$ cat src/rtl/pcm_pkg.sv
// Shared PCM types, limits and the duty-to-sample conversion used by the PWM receiver.
package pcm_pkg;

    localparam int unsigned PCM_WIDTH = 16;
    localparam int unsigned CONV_W    = PCM_WIDTH + 1;

    typedef logic signed [PCM_WIDTH-1:0] pcm_sample_t;

    typedef enum logic {
        ALIGN   = 1'b0,
        MEASURE = 1'b1
    } pwm_rx_state_t;

    localparam pcm_sample_t PCM_MAX = 16'h7FFF;
    localparam pcm_sample_t PCM_MIN = 16'h8000;

    // Map a high-cycle count (0..2**period_bits) onto the full signed PCM range.
    // Mid-scale duty maps to zero; a completely high frame saturates to PCM_MAX.
    function automatic pcm_sample_t pcm_from_duty(
        input logic [CONV_W-1:0] duty,
        input int unsigned       period_bits
    );
        logic        [CONV_W-1:0] full;
        logic        [CONV_W-1:0] half;
        logic signed [CONV_W-1:0] centred;
        logic signed [CONV_W-1:0] scaled;
        full    = CONV_W'(1) << period_bits;
        half    = full >> 1;
        centred = $signed(duty - half);
        scaled  = centred <<< (PCM_WIDTH - period_bits);
        if (duty == full) begin
            return PCM_MAX;
        end
        return scaled[PCM_WIDTH-1:0];
    endfunction

endpackage

$ cat src/rtl/pwm_input_sync.sv
// Two-flop synchronizer for the asynchronous PWM pin plus a rising-edge detector.
module pwm_input_sync (
    input  logic clk,
    input  logic rst,
    input  logic pwm_i,
    output logic pwm_s_o,
    output logic rise_c_o
);

    logic meta_q;
    logic sync_q;
    logic dly_q;

    // Synchronizer chain and one-cycle delayed copy for edge detection.
    always_ff @(posedge clk) begin
        if (rst) begin
            meta_q <= 1'b0;
            sync_q <= 1'b0;
            dly_q  <= 1'b0;
        end else begin
            meta_q <= pwm_i;
            sync_q <= meta_q;
            dly_q  <= sync_q;
        end
    end

    assign pwm_s_o  = sync_q;
    assign rise_c_o = sync_q & ~dly_q;

endmodule

$ cat src/rtl/pwm_to_pcm.sv
// Recovers one signed PCM sample per fixed-length PWM frame by counting high cycles.
module pwm_to_pcm
    import pcm_pkg::*;
#(
    parameter int unsigned PERIOD_BITS = 8
) (
    input  logic                        clk,
    input  logic                        rst,
    input  logic                        PWM,
    output logic signed [PCM_WIDTH-1:0] PCM_data,
    output logic                        PCM_valid,
    input  logic                        PCM_ack,
    output logic                        PCM_overrun
);

    localparam int unsigned FRAME_W = PERIOD_BITS;
    localparam int unsigned HIGH_W  = PERIOD_BITS + 1;
    localparam logic [FRAME_W-1:0] FRAME_LAST = '1;

    logic pwm_s;
    logic rise_c;

    pwm_rx_state_t        state_q,   state_d;
    logic [FRAME_W-1:0]   frame_q,   frame_d;
    logic [HIGH_W-1:0]    high_q,    high_d;
    pcm_sample_t          data_q,    data_d;
    logic                 valid_q,   valid_d;
    logic                 overrun_q, overrun_d;
    logic [HIGH_W-1:0]    duty_c;

    pwm_input_sync u_sync (
        .clk      (clk),
        .rst      (rst),
        .pwm_i    (PWM),
        .pwm_s_o  (pwm_s),
        .rise_c_o (rise_c)
    );

    // State, counter and output registers.
    always_ff @(posedge clk) begin
        if (rst) begin
            state_q   <= ALIGN;
            frame_q   <= '0;
            high_q    <= '0;
            data_q    <= '0;
            valid_q   <= 1'b0;
            overrun_q <= 1'b0;
        end else begin
            state_q   <= state_d;
            frame_q   <= frame_d;
            high_q    <= high_d;
            data_q    <= data_d;
            valid_q   <= valid_d;
            overrun_q <= overrun_d;
        end
    end

    // Alignment/measurement FSM, sample conversion and valid/ack handshake.
    always_comb begin
        state_d   = state_q;
        frame_d   = frame_q;
        high_d    = high_q;
        data_d    = data_q;
        valid_d   = valid_q;
        overrun_d = overrun_q;
        duty_c    = high_q + HIGH_W'(pwm_s);

        if (valid_q && PCM_ack) begin
            valid_d = 1'b0;
        end

        case (state_q)
            ALIGN: begin
                // The rising-edge cycle is the first, high, cycle of the frame.
                if (rise_c) begin
                    frame_d = FRAME_W'(1);
                    high_d  = HIGH_W'(1);
                    state_d = MEASURE;
                end
            end
            MEASURE: begin
                frame_d = frame_q + FRAME_W'(1);
                high_d  = duty_c;
                if (frame_q == FRAME_LAST) begin
                    frame_d = '0;
                    high_d  = '0;
                    data_d  = pcm_from_duty(CONV_W'(duty_c), PERIOD_BITS);
                    valid_d = 1'b1;
                    // A simultaneous ack consumes the old sample, so only an
                    // unacknowledged one counts as lost.
                    if (valid_q && !PCM_ack) begin
                        overrun_d = 1'b1;
                    end
                end
            end
            default: begin
                state_d = ALIGN;
            end
        endcase
    end

    assign PCM_data    = data_q;
    assign PCM_valid   = valid_q;
    assign PCM_overrun = overrun_q;

endmodule
$ cat config.mk
export PLATFORM = sky130hd
export DESIGN_NAME = pwm_to_pcm
export DESIGN_NICKNAME = d
export VERILOG_FILES = /design/src/rtl/pcm_pkg.sv /design/src/rtl/pwm_input_sync.sv /design/src/rtl/pwm_to_pcm.sv
export SDC_FILE = /design/constraint.sdc
export NUM_CORES = 1
export LEC_CHECK = 0
export BUFFER_PORTS_ARGS = -buffer_cell sky130_fd_sc_hd__buf_4
export CORE_ASPECT_RATIO = 0.7
export CORE_MARGIN = 5
export CORE_UTILIZATION = 60
export DETAILED_ROUTE_END_ITERATION = 7
export GPL_ROUTABILITY_DRIVEN = 0
export PLACE_DENSITY = 0.83
export REMOVE_ABC_BUFFERS = 1
export SLEW_MARGIN = 25
export SYNTH_ARGS = -nofsm -noshare
export SYNTH_HDL_FRONTEND = slang
export SYNTH_HIERARCHICAL = 1
export SYNTH_SLANG_ARGS = --single-unit
$ cat constraint.sdc
create_clock -name clk -period 3.58 [get_ports clk]
set_clock_uncertainty 0.15 [all_clocks]
set_input_delay 0.358 -clock clk [delete_from_list [all_inputs] [get_ports clk]]
set_output_delay 0.358 -clock clk [all_outputs]
set_load 0.1 [all_outputs]
==> results_dict.tcl <==
set metrics [dict create \
    worst_pin_slew_ns 0.733 \
    nets 204 \
    clockBufferDepth 2 \
    syn-mean-instance-area_sq_um 8.81 \
    drc 0 \
    period_share_pct 62.8 \
    htree_levels 2 \
    min_to "u_sync/meta_q" \
    hold_viol 0 \
    startpoint_type "flip-flop" \
    final_cells 232 \
    cpMaxStageDelayCell "dfxtp_1" \
    port_buffers 21 \
    reg2reg_from "u_sync/pwm_s_o" \
    clk_latency_ns 0.29 \
    drive_gt1_share_pct 20.7 \
    grt_pass1_vias 1448 \
    ys_seq_area_share_pct 38.9 \
    powerDensity_nw_per_um2 377 \
    critical_path_class "reg -> reg" \
    power.switching_uw 172 \
    num_vias 1495 \
    seqPwrFrac_pct 53.8 \
    die_x_um 72.6 \
    postCtsResizedCells 0 \
    post-route-util_pct 70.8 \
    synth_cells 187 \
    maxCapViolations 0 \
    final_common_cell "dfxtp_1" \
    die_h_um 53.8 \
    cp_cell_sequence "ha_1 > nand3_2 > o21a_1 > nor4_4 > nand3_4 > a311oi_2" \
    worst_path_largest_cell_delay_ns 0.38 \
    final_area_sq_um 1810 \
    drt_iter0_drc 160 \
    ant_nets 0 \
    end_kind "flip-flop" \
    drv_slew 0 \
    synth_ff_type "dfxtp_1" \
    power_frac_comb_pct 5.8 \
    detail_route.wl_per_cell_um 17.6 \
    setup_viol 0 \
    syn_to_final_growth_pct 9.64 \
    cts_sinks 32 \
    async_reset_ff_share_pct 0 \
    crit_fanout 7 \
    yosysUniqueCellTypes 51 \
    io_pins 22 \
    rsz0062_at_grt "false" \
    avgViaCountPerCell 6.44 \
    hold_buffers 0 \
    yosysWarnings 6 \
    dpl_cell_area_sq_um 1720 \
    grt_pass1_wl_um 6680 \
    grt_max_degree 33 \
    rows 15 \
    die-area_sq_um 3910 \
    dp.cells 224 \
    sw_frac_of_total_pct 25.2 \
    postCtsSetupRepairBufs 0 \
    ys_ff_latch 32 \
    r2r_slack_ns 1.33 \
    status "complete, no violations" \
    synth.cell_area_sq_um 1650 \
    diodes 0 \
    intPower_uw 510 \
    antenna_found_initial 0 \
    slew_headroom_pct 51.0 \
    clkSlewWorstSetupHoldPaths_ns 0.07 \
    r2r-end "PCM_data[8]" \
    wl_um 4080 \
    grt_usage_pct 23.0 \
    vdd.ir_drop.worst_mv 0.289 \
    holdPathStages 2 \
    hold_path_class "in -> reg" \
    hold_start "PWM" \
    start_util_pct 64.6 \
    required_ns 3.63 \
    place_hpwl_um 2830 \
    max_clock_freq_ghz 0.445 \
    first_pass_iters 5 \
    clkPwrFrac_pct 40.4 \
    final_cell_mix "32 x dfxtp_1, 22 x nor2_1, 21 x buf_4, 13 x a21oi_1, 11 x nand2_1" \
    cp.arrival_ns 2.30 \
    leakagePower_nw 0.692 \
    grt-ovfl-total 0 \
    coreArea_sq_um 2550 \
    cts_buffers 5 \
    synth-edff-count 0 \
    min_period_ns 2.25 \
    r2r_cells 6 \
    cts_tree "built" \
    cts-root-buf "clkbuf_8" \
]
-- per-layer routing --
| metal | global-route usage (%) | wire length, um | vias up |
|---|---|---|---|
| met2 | 40.9 | 1930 | 94 |
| li1 | - | - | 699 |
| met4 | 12.0 | 125 | 0 |
| met1 | 25.8 | 1620 | 685 |
| met3 | 5.78 | 415 | 17 |
| met5 | 0 | 0 | - |
-- metrics by stage --
| step | total power, mW | worst slack [ns] | setup TNS [ns] | hold WS [ns] |
|---|---|---|---|---|
| 2_1_floorplan | 0.397 | -2.47 | -21.36 | 0.264 |
| 3_3_place_gp | 0.410 | 1.49 | 0 | 0.287 |
| 3_5_place_dp | 0.413 | 1.35 | 0 | 0.290 |
| 4_1_cts | 0.684 | 1.33 | 0 | 0.126 |
| 5_1_grt | 0.707 | 1.13 | 0 | 0.139 |
| 6_report | 0.682 | 1.33 | 0 | 0.124 |
-- worst max-delay path, delay by kind of cell, from the launching register on --
kind | cells | cell delay (ns)
and+or+nand+nor | 3 | 0.71
AOI/OAI and AO/OA | 2 | 0.55
DFF | 1 | 0.38
adders and majority gates | 1 | 0.37
-- cell usage after synthesis, types with 3 or more instances --
master	number	area (sq um)
a21oi_1	13	65.1
a311oi_1	5	43.8
a31oi_1	7	43.8
buf_4	8	60.1
clkbuf_1	5	18.8
dfxtp_1	32	641
ha_1	3	37.5
nand2_1	11	41.3
nand3_1	9	45.0
nand4_1	4	25.0
nor2_1	22	82.6
nor2b_1	6	37.5
nor3_1	5	25.0
o21ai_0	3	15.0
o21bai_1	6	45.0
xnor2_1	4	35.0
-- cell families after synthesis --
group	count (synthesis)	share of synthesized area [%]
simple gates	75	25.5
flops	32	38.9
buf+inv	20	8.28
compound gates	51	21.9
xor+xnor	6	3.19
fa+ha+maj	3	2.28
-- how the worst max path moves through the flow --
| stage | cells past startpoint | start | to | slack [ns] |
|---|---|---|---|---|
| floorplan | 2 | PCM_data[7] | PCM_data[7] | -2.47 |
| CTS | 6 | u_sync/pwm_s_o | PCM_data[8] | 1.33 |
| detailed placement | 6 | u_sync/pwm_s_o | PCM_data[8] | 1.35 |
| global placement | 6 | u_sync/pwm_s_o | PCM_data[8] | 1.49 |
| global route | 6 | u_sync/pwm_s_o | PCM_data[8] | 1.13 |
| finish | 6 | u_sync/pwm_s_o | PCM_data[8] | 1.33 |
-- state kept, by name, summed over array words and instances, names as in the netlist --
name / cells
PCM_data: 9
u_sync/dly_q: 1
u_sync/pwm_s_o: 1
PCM_overrun: 1
PCM_valid: 1
frame_q: 8
u_sync/meta_q: 1
high_q: 9
state_q: 1
-- power groups by stage --
stage / Combinational (mW) / Sequential (mW) / Clock (mW)
2_1_floorplan: 0.0242 / 0.372 / 0
3_3_place_gp: 0.0366 / 0.373 / 0
3_5_place_dp: 0.0386 / 0.374 / 0
4_1_cts: 0.0389 / 0.366 / 0.279
5_1_grt: 0.0429 / 0.367 / 0.297
6_report: 0.0398 / 0.366 / 0.275
-- area by class of cell --
type / count / area, sq um
Multi-Input combinational cell: 135 / 871
Fill cell: 215 / 746
Sequential cell: 32 / 641
Timing Repair Buffer: 21 / 158
Clock buffer: 5 / 68.8
Tap cell: 34 / 42.5
Clock inverter: 3 / 18.8
Inverter: 2 / 7.51
No activity file was read; power rests on OpenSTA's default activity.
